<file path="src/rtl/hi_wb_regbank_mc_if.sv">
// Wishbone classic slave signal bundle for the register bank.
// Direction suffixes follow the slave's point of view.
interface hi_wb_regbank_mc_if;
   logic        wbs_stb_i;
   logic        wbs_cyc_i;
   logic        wbs_we_i;
   logic [3:0]  wbs_sel_i;
   logic [31:0] wbs_dat_i;
   logic [31:0] wbs_adr_i;
   logic        wbs_ack_o;
   logic [31:0] wbs_dat_o;

   modport slave (
      input  wbs_stb_i, wbs_cyc_i, wbs_we_i, wbs_sel_i, wbs_dat_i, wbs_adr_i,
      output wbs_ack_o, wbs_dat_o
   );
   modport master (
      output wbs_stb_i, wbs_cyc_i, wbs_we_i, wbs_sel_i, wbs_dat_i, wbs_adr_i,
      input  wbs_ack_o, wbs_dat_o
   );
endinterface

</file>
<file path="src/rtl/hi_wb_regbank_mc.sv">
// N_CH-channel Wishbone register bank: capture/DRDY/OVR, W1C IRQ status, saturating counters.
// Ack 1 cycle after accept, no wait states; ack blocks the next accept so each transfer takes 2+ cycles.
module hi_wb_regbank_mc #(
   parameter int          N_CH      = 4,
   parameter int          DATA_W    = 24,
   parameter int          CNT_W     = 16,
   parameter logic [31:0] BASE_ADDR = 32'h3000_0000,
   parameter logic [31:0] ADR_MASK  = 32'h0000_0FFF
) (
   input  logic                     wb_clk_i,
   input  logic                     wb_rst_i,
   hi_wb_regbank_mc_if.slave        wbs,
   input  logic [7:0]               core_status,
   input  logic [N_CH-1:0]          ch_valid,
   input  logic [N_CH*DATA_W-1:0]   ch_data,
   output logic                     ctrl_enable,
   output logic                     ctrl_start,
   output logic                     ctrl_clear,
   output logic                     irq
);
   localparam logic [31:0] ID_VAL  = 32'h4849_4348;
   localparam logic [31:0] VER_VAL = 32'h0000_0002;
   localparam logic [31:0] PARAMS  = {8'h0, 8'(CNT_W), 8'(DATA_W), 8'(N_CH)};
   localparam logic [31:0] CH_LO   = 32'((33'd1 << N_CH) - 33'd1);
   localparam logic [31:0] IMPL    = CH_LO | (CH_LO << 16);

   logic                r_ack;
   logic [31:0]         r_dat;
   logic                r_enable, r_start, r_clear, r_irq;
   logic [31:0]         r_irq_en;
   logic [N_CH-1:0]     r_drdy, r_ovr;
   logic [DATA_W-1:0]   r_data [N_CH];
   logic [CNT_W-1:0]    r_cnt  [N_CH];

   logic [31:0]         w_off, w_rdata, w_sts;
   logic [3:0]          w_idx;
   logic                w_acc, w_wr, w_rd, w_ctrl_wr, w_start, w_clr;
   logic                w_en_wr, w_sts_wr, w_dhit, w_chit;
   logic [N_CH-1:0]     w_cap, w_drdy_clr, w_ovr_clr;

   assign w_off     = wbs.wbs_adr_i & ADR_MASK;
   assign w_idx     = w_off[5:2];
   assign w_acc     = wbs.wbs_cyc_i & wbs.wbs_stb_i & ~r_ack &
                      ((wbs.wbs_adr_i & ~ADR_MASK) == BASE_ADDR);
   assign w_wr      = w_acc & wbs.wbs_we_i;
   assign w_rd      = w_acc & ~wbs.wbs_we_i;
   assign w_ctrl_wr = w_wr & (w_off == 32'h100) & wbs.wbs_sel_i[0];
   assign w_start   = w_ctrl_wr & wbs.wbs_dat_i[1];
   assign w_clr     = w_ctrl_wr & wbs.wbs_dat_i[2];
   assign w_en_wr   = w_wr & (w_off == 32'h104);
   assign w_sts_wr  = w_wr & (w_off == 32'h10C);
   assign w_dhit    = (w_off[31:8] == 24'h2) && (w_off[7:6] == 2'b0) && (w_off[1:0] == 2'b0);
   assign w_chit    = (w_off[31:8] == 24'h3) && (w_off[7:6] == 2'b0) && (w_off[1:0] == 2'b0);

   always_comb begin
      w_sts = '0;
      w_sts[N_CH-1:0]  = r_drdy;
      w_sts[16 +: N_CH] = r_ovr;
   end

   always_comb begin
      w_rdata = '0;
      case (w_off)
         32'h000: w_rdata = ID_VAL;
         32'h004: w_rdata = VER_VAL;
         32'h008: w_rdata = PARAMS;
         32'h100: w_rdata = {31'h0, r_enable};
         32'h104: w_rdata = r_irq_en;
         32'h108: w_rdata = {24'h0, core_status};
         32'h10C: w_rdata = w_sts;
         default: ;
      endcase
      // Channel windows: indices beyond N_CH never match and so read 0.
      for (int i = 0; i < N_CH; i++) begin
         if (w_dhit && w_idx == 4'(i)) w_rdata = 32'(r_data[i]);
         if (w_chit && w_idx == 4'(i)) w_rdata = 32'(r_cnt[i]);
      end
   end

   always_comb begin
      w_cap      = '0;
      w_drdy_clr = '0;
      w_ovr_clr  = '0;
      for (int i = 0; i < N_CH; i++) begin
         w_cap[i]      = ch_valid[i] & r_enable;
         w_drdy_clr[i] = (w_sts_wr & wbs.wbs_sel_i[i/8] & wbs.wbs_dat_i[i]) |
                         (w_rd & w_dhit & (w_idx == 4'(i))) | w_clr;
         w_ovr_clr[i]  = (w_sts_wr & wbs.wbs_sel_i[(16+i)/8] & wbs.wbs_dat_i[16+i]) | w_clr;
      end
   end

   always_ff @(posedge wb_clk_i) begin
      if (wb_rst_i) begin
         r_ack    <= 1'b0;
         r_dat    <= '0;
         r_enable <= 1'b0;
         r_start  <= 1'b0;
         r_clear  <= 1'b0;
         r_irq    <= 1'b0;
         r_irq_en <= '0;
      end else begin
         r_ack   <= w_acc;
         r_start <= w_start;
         r_clear <= w_clr;
         r_irq   <= |(w_sts & r_irq_en);
         if (w_acc)     r_dat    <= w_rdata;
         if (w_ctrl_wr) r_enable <= wbs.wbs_dat_i[0];
         if (w_en_wr) begin
            for (int b = 0; b < 4; b++)
               if (wbs.wbs_sel_i[b]) r_irq_en[8*b +: 8] <= wbs.wbs_dat_i[8*b +: 8] & IMPL[8*b +: 8];
         end
      end
   end

   // A capture always wins over software clears of the same channel.
   always_ff @(posedge wb_clk_i) begin
      if (wb_rst_i) begin
         r_drdy <= '0;
         r_ovr  <= '0;
         for (int i = 0; i < N_CH; i++) begin
            r_data[i] <= '0;
            r_cnt[i]  <= '0;
         end
      end else begin
         for (int i = 0; i < N_CH; i++) begin
            if (w_cap[i]) begin
               r_data[i] <= ch_data[i*DATA_W +: DATA_W];
               r_drdy[i] <= 1'b1;
               if (w_clr)               r_cnt[i] <= CNT_W'(1);
               else if (r_cnt[i] != '1) r_cnt[i] <= r_cnt[i] + 1'b1;
               if (r_drdy[i] & ~w_drdy_clr[i]) r_ovr[i] <= 1'b1;
               else if (w_ovr_clr[i])          r_ovr[i] <= 1'b0;
            end else begin
               if (w_drdy_clr[i]) r_drdy[i] <= 1'b0;
               if (w_ovr_clr[i])  r_ovr[i]  <= 1'b0;
               if (w_clr)         r_cnt[i]  <= '0;
            end
         end
      end
   end

   assign wbs.wbs_ack_o = r_ack;
   assign wbs.wbs_dat_o = r_dat;
   assign ctrl_enable   = r_enable;
   assign ctrl_start    = r_start;
   assign ctrl_clear    = r_clear;
   assign irq           = r_irq;
endmodule

</file>
<file path="src/flat_wrapper.sv">
// flat-port wrapper written by rule: the top's interface ports become plain ports
module hi_wb_regbank_mc_flat 
#(
   parameter int          N_CH      = 4,
   parameter int          DATA_W    = 24,
   parameter int          CNT_W     = 16,
   parameter logic [31:0] BASE_ADDR = 32'h3000_0000,
   parameter logic [31:0] ADR_MASK  = 32'h0000_0FFF
)
  (wb_clk_i, wb_rst_i, core_status, ch_valid, ch_data, ctrl_enable, ctrl_start, ctrl_clear, irq, wbs_wbs_stb_i, wbs_wbs_cyc_i, wbs_wbs_we_i, wbs_wbs_sel_i, wbs_wbs_dat_i, wbs_wbs_adr_i, wbs_wbs_ack_o, wbs_wbs_dat_o);
  hi_wb_regbank_mc_if wbs_i ();
  input  logic wb_clk_i;
  input  logic wb_rst_i;
  input  logic [7:0] core_status;
  input  logic [N_CH-1:0] ch_valid;
  input  logic [N_CH*DATA_W-1:0] ch_data;
  output logic ctrl_enable;
  output logic ctrl_start;
  output logic ctrl_clear;
  output logic irq;
  input wire logic [$bits(wbs_i.wbs_stb_i)-1:0] wbs_wbs_stb_i;
  input wire logic [$bits(wbs_i.wbs_cyc_i)-1:0] wbs_wbs_cyc_i;
  input wire logic [$bits(wbs_i.wbs_we_i)-1:0] wbs_wbs_we_i;
  input wire logic [$bits(wbs_i.wbs_sel_i)-1:0] wbs_wbs_sel_i;
  input wire logic [$bits(wbs_i.wbs_dat_i)-1:0] wbs_wbs_dat_i;
  input wire logic [$bits(wbs_i.wbs_adr_i)-1:0] wbs_wbs_adr_i;
  output wire logic [$bits(wbs_i.wbs_ack_o)-1:0] wbs_wbs_ack_o;
  output wire logic [$bits(wbs_i.wbs_dat_o)-1:0] wbs_wbs_dat_o;
  assign wbs_i.wbs_stb_i = wbs_wbs_stb_i;
  assign wbs_i.wbs_cyc_i = wbs_wbs_cyc_i;
  assign wbs_i.wbs_we_i = wbs_wbs_we_i;
  assign wbs_i.wbs_sel_i = wbs_wbs_sel_i;
  assign wbs_i.wbs_dat_i = wbs_wbs_dat_i;
  assign wbs_i.wbs_adr_i = wbs_wbs_adr_i;
  assign wbs_wbs_ack_o = wbs_i.wbs_ack_o;
  assign wbs_wbs_dat_o = wbs_i.wbs_dat_o;
  hi_wb_regbank_mc #(.N_CH(N_CH), .DATA_W(DATA_W), .CNT_W(CNT_W), .BASE_ADDR(BASE_ADDR), .ADR_MASK(ADR_MASK)) u_core (.wb_clk_i(wb_clk_i), .wb_rst_i(wb_rst_i), .wbs(wbs_i), .core_status(core_status), .ch_valid(ch_valid), .ch_data(ch_data), .ctrl_enable(ctrl_enable), .ctrl_start(ctrl_start), .ctrl_clear(ctrl_clear), .irq(irq));
endmodule
</file>
<file path="config.mk">
export PLATFORM = sky130hd
export DESIGN_NAME = hi_wb_regbank_mc_flat
export DESIGN_NICKNAME = d
export VERILOG_FILES = /design/src/rtl/hi_wb_regbank_mc_if.sv /design/src/rtl/hi_wb_regbank_mc.sv /design/src/flat_wrapper.sv
export SDC_FILE = /design/constraint.sdc
export NUM_CORES = 1
export LEC_CHECK = 0
export CAP_MARGIN = 40
export CORE_MARGIN = 5
export CORE_UTILIZATION = 52
export CTS_BUF_LIST = sky130_fd_sc_hd__clkbuf_8
export CTS_CLUSTER_SIZE = 30
export DETAILED_ROUTE_END_ITERATION = 6
export GPL_ROUTABILITY_DRIVEN = 0
export HOLD_SLACK_MARGIN = 0.03
export PLACE_DENSITY = 0.8
export SETUP_SLACK_MARGIN = 0.2
export SLEW_MARGIN = 20
export SYNTH_ARGS = -nofsm -noshare
export SYNTH_HDL_FRONTEND = slang
export SYNTH_SLANG_ARGS = --single-unit
export TNS_END_PERCENT = 20
</file>
<file path="constraint.sdc">
create_clock -name wb_clk_i -period 3.1 [get_ports wb_clk_i]
set_input_delay 0.62 -clock wb_clk_i [delete_from_list [all_inputs] [get_ports wb_clk_i]]
set_output_delay 0.62 -clock wb_clk_i [all_outputs]
set_load 0.01 [all_outputs]
</file>
# --- After elaboration in Yosys (flattened, before gate mapping) ---
# Memory sizes are Yosys's and may differ from the RTL's.
# Index checks and enable logic that the tools add are counted.
classes:
  n_eq_ne: 16
  muxes: 104
  add_sub_neg: 4
  n_reduce_logical: 23
  bitwise_logic: 69
ops:
  columns: ["cell", "count"]
  rows:
  - ["31-bit 2-to-1 mux", 8]
  - ["31-bit one-hot mux with 7 select lines", 1]
  - ["16-bit 2-to-1 mux", 12]
  - ["24-bit 2-to-1 mux", 4]
  - ["1-bit 2-to-1 mux", 79]
  - ["16-bit by 1-bit adder with 16-bit output, second input constant", 4]
  - ["16-bit != test, second input constant", 4]
  - ["12-bit by 9-bit == test with 1-bit output, second input constant", 4]
  - ["1-bit AND", 34]
  - ["32-bit logical NOT", 1]
  - ["32-bit OR reduction", 1]
  - ["1-bit bitwise OR", 28]
  - ["20-bit AND", 1]
  - ["20-bit by 18-bit == test with 1-bit output, second input constant", 1]
  - ["4-bit by 2-bit == test with 1-bit output, second input constant", 4]
  - ["12-bit by 3-bit == test with 1-bit output, second input constant", 1]
  - ["12-bit by 4-bit == test with 1-bit output, second input constant", 1]
  - ["1-bit logical AND", 12]
  - ["2-bit nonzero test", 4]
  - ["1-bit inverter", 6]
  - ["4-bit by 1-bit == test with 1-bit output, second input constant", 1]
  - ["2-bit logical NOT", 2]
  - ["4-bit logical NOT", 1]
  - ["2-bit AND reduction", 2]
word_totals:
  reg_bits: 53
  elab_cells: 231
  ramBits: 160
  output_inout_bits: 37
  memories: 2
mem_list:
  columns: ["memory", "words", "width", "rd", "rd_clocked_by_memory_dff", "wr", "line_no", "source"]
  rows:
  - ["u_core.r_data", 4, 24, 4, 0, 4, "hi_wb_regbank_mc.sv:32", "logic [DATA_W-1:0] r_data [N_CH];"]
  - ["u_core.r_cnt", 4, 16, 4, 0, 4, "hi_wb_regbank_mc.sv:33", "logic [CNT_W-1:0] r_cnt [N_CH];"]

# --- Logic depth before layout (Yosys ltp) ---
# Gate-level depths: netlist of run 1.
logic_depth:
  depth_word: 14
  ltp_mapped: 10
  depth_no_buf: 7

# --- Least setup slack after synthesis of run 1 ---
# OpenSTA, ideal clock, no wires.
synth_path:
  kind: "input-to-reg"
  startpoint: "in wbs_wbs_adr_i[10]"
  endpoint: "mem u_core.r_cnt[1][0] (enable)"
  path_stages: 6
  arrival_time_ps: 2217
  setup_time_ps: 372
  t_required_ps: 2728
  slack_ps: 512
  cell_sequence: "buf_2 > nor4b_4 > and4_1 > and2_4 > a31oi_2 > nand2_1"
synth_lines:
  columns: ["element", "line_no", "source"]
  rows:
  - ["start, declared", "flat_wrapper.sv:26", "input wire logic [$bits(wbs_i.wbs_adr_i)-1:0] wbs_wbs_adr_i;"]
  - ["end, declared", "hi_wb_regbank_mc.sv:33", null]

# --- Worst setup path after layout of run 1 ---
layout_path:
  startpoint: "in wbs_wbs_adr_i[10]"
  endpoint: "reg u_core.r_dat[6] (netlist: u_core.wbs.wbs_dat_o[6])"
layout_via:
  elab_chain_cells: 12
  word_cells_on_any_way: 30
  classes_between: "8 x eq/ne; 9 x mux; 13 x reduce/logical"
layout_lines:
  columns: ["element", "line_no", "source"]
  rows:
  - ["branches (longest 11 deep; another with 32-bit logical NOT)", null, null]
  - ["31-bit 2-to-1 mux *", "hi_wb_regbank_mc.sv:76", "if (w_chit && w_idx == 4'(i)) w_rdata = 32'(r_cnt[i]);"]
  - ["end signal, assigned", "hi_wb_regbank_mc.sv:106", "if (w_acc) r_dat <= w_rdata;"]
  - ["end, declared", "hi_wb_regbank_mc.sv:28", "logic [31:0] r_dat;"]
# Every way passes the cells marked *.
# A chain may end at the register's enable or synchronous reset.

==> results.yml, run 1 <==
run_status:
  outcome: "complete, but fails checks"
  violations: "DRC"
clock_tree:
  clk_path_buf_depth: 3
  clkTransAtPathRegs_ps: 60
  cts_hold_buf: 0
  clk_latency_ps: 550
  clock-sinks: 206
  cts_tree: "done"
  ctsResizeCount: 0
  htreeDepth: 2
  postCtsSetupBuffers: 0
  cts_made_buffers: 36
  root_buffer: "clkbuf_8"
layout:
  drive_gt1_frac: 0.1186
  layout-area-overhead-vs-synth_pct: 28.15
  fillers: 1544
  finish.net_count: 1506
  seqCellArea_sq_um: 5725
  fin_area_sq_um: 14220
  multi_input_area_sq_um: 4925
  stdcell_count: 1624
  utilization: 0.6766
  diodes: 0
floorplanning:
  initial_core_util: 0.5279
  coreArea_sq_um: 21020
  die_w_microns: 156.1
  die_h_microns: 156.1
  ios: 218
  rows: 53
  dieArea_sq_um: 24360
setup_path:
  reg2reg_depth: 8
  start_kind: "input pin"
  cp-end-kind: "register"
  cp_data_required_time_ps: 3500
  cp_num_buf_inv: 2
  cp_slowest_cell: "clkdlybuf4s50_1"
  endpoint: "u_core.wbs.wbs_dat_o[6]"
  startpoint: "wbs_wbs_adr_i[10]"
  crit_fanout: 7
  crit_family: "simple AND/OR/NAND/NOR gates"
  worst-path-stages: 7
  worstSetupPathType: "in -> reg"
  cp_slowest_stage_delay_ps: 580
  r2r-end: "u_core.r_cnt[0][4]"
  r2r_start: "u_core.r_cnt[0][0]"
  crit_chain: "clkdlybuf4s50_1, buf_4, nor3b_2, nand3_1, or4_1, a31oi_1, o32ai_1"
  r2r_setup_slack_ps: 840
  crit_arrival_ps: 3140
yosys:
  synth_top_family_by_area: "simple AND/OR/NAND/NOR gates"
  synth_compound_area_frac: 0.1383
  synth_xor_xnor_area_share: 0.04419
  synthMuxAreaShare: 0.02368
  synth_edf_count: 160
  ys.flop_type: "edfxtp_1"
  ys_ff_latch: 206
  synthArstFlopShare: 0
  yosys.area_share.simple: 0.2301
  ys_types: 85
  synthAdderAreaFrac: 0.004510
  yosys_warnings: 0
  yosysSeqAreaShare: 0.5159
  synthCells: 1095
  post_synth.cell_area_avg_sq_um: 10.14
  synth_area_sq_um: 11100
power_and_ir_drop:
  power_leakage_nw: 5.285
  powerDensity_nw_per_um2: 425.7
  ir_worst_vdd_uv: 250.4
  power_mw: 6.054
drt:
  vias: 10310
  wl_met1_microns: 13770
  post_drt_wl_per_cell_microns: 22.96
  final_antenna_net_count: 0
  wl_met2_microns: 16130
  top_layer_used: "met4"
  wl_met3_microns: 4795
  drt-vias-per-instance: 6.350
  drt_first_pass_iters: 7
  wl_microns: 37300
  route.detailed.drc: 43
  drt_iter0_drc: 1437
placement:
  dpl.cell_count: 1558
  placed_cell_area_sq_um: 13550
  hpwl_microns: 27740
  post-place-ws_ps: -69.48
  io_buffers: 185
grt:
  grt_first_pass_wirelength_microns: 56500
  grt_pass1_vias: 10020
  grt_max_degree: 76
  grt_util_all_layers: 0.2996
  overflow: 0
  antenna_found_initial: 0
run:
  maxCapViolCount: 0
worst_hold_path:
  holdCritPathClass: "reg -> reg"
timing:
  fin_skew_ps: 23.23
  timing.final.setup_violations: 0
  hold_viol: 0
  rsz0062_at_grt: "no"
  finalCriticalPeriod_ps: 2736
  finalMaxSlewViolations: 0
  fin_setup_tns_ps: 0
  period_share: 0.8824
  setup_ws_ps: 364.4
  tightest_slew_ps: 773.5
  fmax_ghz: 0.3656
  relSlewSlack: 0.4843
  worst_hold_slack_ps: 455.2
[kinds of logic (layout without fill, tap and decap cells)]
logic type               Yosys count  in the layout
buffers and inverters             98            347
XOR/XNOR                          56             56
AND/OR/NAND/NOR                  476            476
adder cells (fa/ha/maj)            4              4
multiplexers                      26             26
flip-flops                       206            206
AO/OA/AOI/OAI                    228            228
other                              1              6
[layout by cell type, fill, tap and decap left out, types with 24 or more instances in the layout]
| master | instances |
|---|---|
| clkdlybuf4s50_1 | 183 |
| edfxtp_1 | 160 |
| nor2_1 | 134 |
| and3_1 | 88 |
| nand2_1 | 84 |
| buf_4 | 69 |
| a21oi_1 | 54 |
| o21ai_0 | 49 |
| dfxtp_1 | 46 |
| nand3_1 | 41 |
| clkbuf_8 | 37 |
| inv_1 | 31 |
| xnor2_1 | 29 |
| and2_1 | 27 |
| xor2_1 | 27 |
| nor3_1 | 26 |
| mux2i_1 | 24 |
[power breakdown]
| part | leakage [nW] | total [mW] | switching, mW | internal, mW |
|---|---|---|---|---|
| Clock | 0.388 | 2.36 | 1.15 | 1.21 |
| Combinational | 2.88 | 0.584 | 0.291 | 0.293 |
| Sequential | 2.02 | 3.11 | 0.0705 | 3.04 |
[state kept, by name, summed over array words and instances, names as in the netlist]
register and count:
u_core.r_ovr 4, u_core.r_cnt 64, u_core.ctrl_clear 1, u_core.r_drdy 4
u_core.ctrl_enable 1, u_core.wbs.wbs_dat_o 25, u_core.wbs.wbs_ack_o 1, u_core.irq 1
u_core.r_data 96, u_core.r_irq_en 8, u_core.ctrl_start 1
[how the worst min path moves through the flow]
| stage | cells after the start | startpoint | slack, ps | to |
|---|---|---|---|---|
| 2_1_floorplan | 2 | u_core.r_data[1][18] | 470 | u_core.wbs.wbs_dat_o[18] |
| 3_3_place_gp | 2 | u_core.wbs.wbs_dat_o[1] | 450 | u_core.wbs.wbs_dat_o[1] |
| 3_5_place_dp | 2 | u_core.wbs.wbs_dat_o[1] | 450 | u_core.wbs.wbs_dat_o[1] |
| 4_1_cts | 2 | u_core.wbs.wbs_dat_o[1] | 460 | u_core.wbs.wbs_dat_o[1] |
| 5_1_grt | 2 | u_core.wbs.wbs_dat_o[1] | 490 | u_core.wbs.wbs_dat_o[1] |
| 6_report | 2 | u_core.wbs.wbs_dat_o[1] | 460 | u_core.wbs.wbs_dat_o[1] |
[cell usage after synthesis, types with 6 or more instances]
library cell,count,area [sq um]
xnor2_1,29,254.0
dfxtp_1,46,920.9
a221oi_1,9,78.83
nor3_1,26,130.1
o21ai_0,49,245.2
a31oi_1,7,43.79
o221ai_1,7,61.31
nand3_1,41,205.2
nor2b_1,6,37.54
nand2_1,84,315.3
buf_4,11,82.58
nand4_1,14,87.58
a21oi_1,54,270.3
clkbuf_1,40,150.1
edfxtp_1,160,4805
inv_1,20,75.07
and3_1,88,550.5
a2bb2oi_1,7,61.31
a22oi_1,12,90.09
buf_6,6,67.56
nor2_1,135,506.7
and2_1,27,168.9
buf_2,18,90.09
xor2_1,27,236.5
o22ai_1,14,87.58
mux2i_1,24,240.2
nand2b_1,6,37.54
[metal layers]
metal  up-vias  global-route usage
met3       198             0.07268
met5         -                   0
met2       863              0.4496
li1       4510                   -
met1      4741              0.3997
met4         0              0.1690
[layout make-up]
cell class / instances / share of cell area
clock buffers: 37 / 0.03581
well taps: 275 / 0.02419
inverters: 21 / 0.005542
multi-input cells: 796 / 0.3463
flip-flops and latches: 206 / 0.4026
repair buffers: 260 / 0.1744
clock inverters: 29 / 0.01126
[tightest hold or removal path: stages, from the launching register on]
cell,delay (ps)
dfxtp_1,310
nand2_1,50
a21oi_1,50
Note: power is estimated with default switching activity, not from simulation.
==> run 2, diff against run 1 <==
--- a/config.mk
+++ b/config.mk
@@ -14,6 +14,7 @@
 export GPL_ROUTABILITY_DRIVEN = 0
 export HOLD_SLACK_MARGIN = 0.03
 export PLACE_DENSITY = 0.8
+export RECOVER_POWER = 50
 export SETUP_SLACK_MARGIN = 0.2
 export SLEW_MARGIN = 20
 export SYNTH_ARGS = -nofsm -noshare
==> results.yml, run 2 (synthesized netlist as in run 1, its figures left out) <==
placement:
  dpl.cell_count: 1558
  io_buffers: 185
  hpwl_microns: 27740
  placed_cell_area_sq_um: 13550
timing:
  rsz0062_at_grt: "no"
  fin_setup_tns_ps: 0
  fin_skew_ps: 18.10
  timing.final.setup_violations: 0
  hold_viol: 0
  fmax_ghz: 0.3596
  tightest_slew_ps: 1004
  relSlewSlack: 0.3310
  period_share: 0.8971
  worst_hold_slack_ps: 452.6
  finalMaxSlewViolations: 0
  finalCriticalPeriod_ps: 2781
setup_path:
  r2r_start: "u_core.wbs.wbs_ack_o"
  crit_arrival_ps: 2940
  reg2reg_depth: 7
  r2r-end: "u_core.r_cnt[3][12]"
  crit_chain: "dlygate4sd3_1, inv_1, clkbuf_1, nand2_1, dlymetal6s2s_1"
  cp_slowest_stage_delay_ps: 860
  cp_slowest_cell: "dlygate4sd3_1"
  cp-end-kind: "register"
  start_kind: "input pin"
  r2r_setup_slack_ps: 720
  startpoint: "wb_rst_i"
  worstSetupPathType: "in -> reg"
  crit_fanout: 19
  crit_family: "buffers and inverters"
  cp_data_required_time_ps: 3250
  cp_num_buf_inv: 4
layout:
  mostFrequentLayoutCells: "edfxtp_1, clkdlybuf4s50_1, nor2_1"
  regMostFlops: "u_core.r_data"
  fin_area_sq_um: 14180
  finish.net_count: 1506
  diodes: 0
  stdcell_count: 1624
  drive_gt1_frac: 0.1134
  layout-area-overhead-vs-synth_pct: 27.79
  final_common_cell: "edfxtp_1"
  largest_register_ffs: 96
clock_tree:
  root_buffer: "clkbuf_8"
  cts_tree: "done"
  ctsResizeCount: 0
  clk_latency_ps: 550
  cts_hold_buf: 0
  postCtsSetupBuffers: 0
  cts_made_buffers: 36
  htreeDepth: 2
  clk_path_buf_depth: 3
  clkTransAtPathRegs_ps: 60
  clock-sinks: 206
drt:
  drt-vias-per-instance: 6.325
  wl_microns: 37390
  drt_first_pass_iters: 6
  final_antenna_net_count: 0
  vias: 10270
  post_drt_wl_per_cell_microns: 23.02
  drt_iter0_drc: 1453
  route.detailed.drc: 0
power_and_ir_drop:
  power_leakage_nw: 5.351
  ir_worst_vdd_uv: 251.7
  powerDensity_nw_per_um2: 426.2
run:
  maxCapViolCount: 0
floorplanning:
  rows: 53
  die_h_microns: 156.1
  initial_core_util: 0.5279
  ios: 218
  coreArea_sq_um: 21020
  dieArea_sq_um: 24360
  die_w_microns: 156.1
worst_hold_path:
  hp-start: "u_core.wbs.wbs_dat_o[1]"
  hold_path_depth: 2
  min_to: "u_core.wbs.wbs_dat_o[1]"
  holdCritPathClass: "reg -> reg"
grt:
  grt_max_degree: 76
  overflow: 0
  grt_pass1_vias: 10020
  grt_first_pass_wirelength_microns: 56500
  grt_util_all_layers: 0.2996
  antenna_found_initial: 0
run_status:
  outcome: "complete, no violations"
[run 2: cell count changes in the layout (fill, tap and decap cells not counted), moves of 3 or more]
cell,change
and2_0,+21
buf_4,-7
clkbuf_2,+3
and2_1,-21
clkbuf_1,+4
dlygate4sd3_1,+29
clkdlybuf4s50_1,-29
[run 2: routing by layer]
| metal | wire (microns) | vias up | track usage |
|---|---|---|---|
| met3 | 4791 | 192 | 0.07268 |
| met4 | 2513 | 0 | 0.1690 |
| li1 | - | 4519 | - |
| met2 | 16270 | 820 | 0.4496 |
| met5 | 0 | - | 0 |
| met1 | 13810 | 4740 | 0.3997 |
[run 2: report_power, final]
part / internal (mW) / switching [mW]
registers: 3.04 / 0.0711
logic: 0.288 / 0.289
clock network: 1.21 / 1.14
[run 2: how the worst max path moves through the flow]
| stage | end | slack, ps | cells past startpoint |
|---|---|---|---|
| 6_report | u_core.r_data[3][7] | 320 | 5 |
| 5_1_grt | u_core.r_data[3][14] | 190 | 5 |
| 4_1_cts | u_core.r_cnt[3][12] | 500 | 7 |
| 3_5_place_dp | u_core.r_cnt[3][10] | -70 | 7 |
| 3_3_place_gp | u_core.r_cnt[3][9] | 20 | 7 |
| 2_1_floorplan | u_core.r_cnt[1][0] | 510 | 6 |
[run 2: worst min-delay path: stages (launching register included)]
cell and delay (ps):
dfxtp_1 300, nand2_1 50, a21oi_1 50
[run 2: per-stage QoR]
step                      setup WS (ps)  power [mW]  utilization
after floorplan                   511.6       3.378            -
after global placement            23.28       3.716       0.6447
after detailed placement         -69.48       3.729       0.6447
after CTS                         501.8       6.052       0.6766
after global routing              186.0       6.224       0.6747
final                             319.0       6.044       0.6747
[run 2: cell type report]
class	instances	area, sq um
multi-input combinational	796	4915
fill	1559	6839
tap	275	344.1
inverter	21	78.83
clock inverter	29	160.2
timing repair buffer	260	2450
clock buffer	37	509.2
sequential	206	5725
==> run 3, diff against run 2 <==
--- a/config.mk
+++ b/config.mk
@@ -5,7 +5,6 @@
 export SDC_FILE = /design/constraint.sdc
 export NUM_CORES = 1
 export LEC_CHECK = 0
-export CAP_MARGIN = 40
 export CORE_MARGIN = 5
 export CORE_UTILIZATION = 52
 export CTS_BUF_LIST = sky130_fd_sc_hd__clkbuf_8
==> results of run 3 <==
No change in the layout: final DEF, timing and power equal those of run 2.
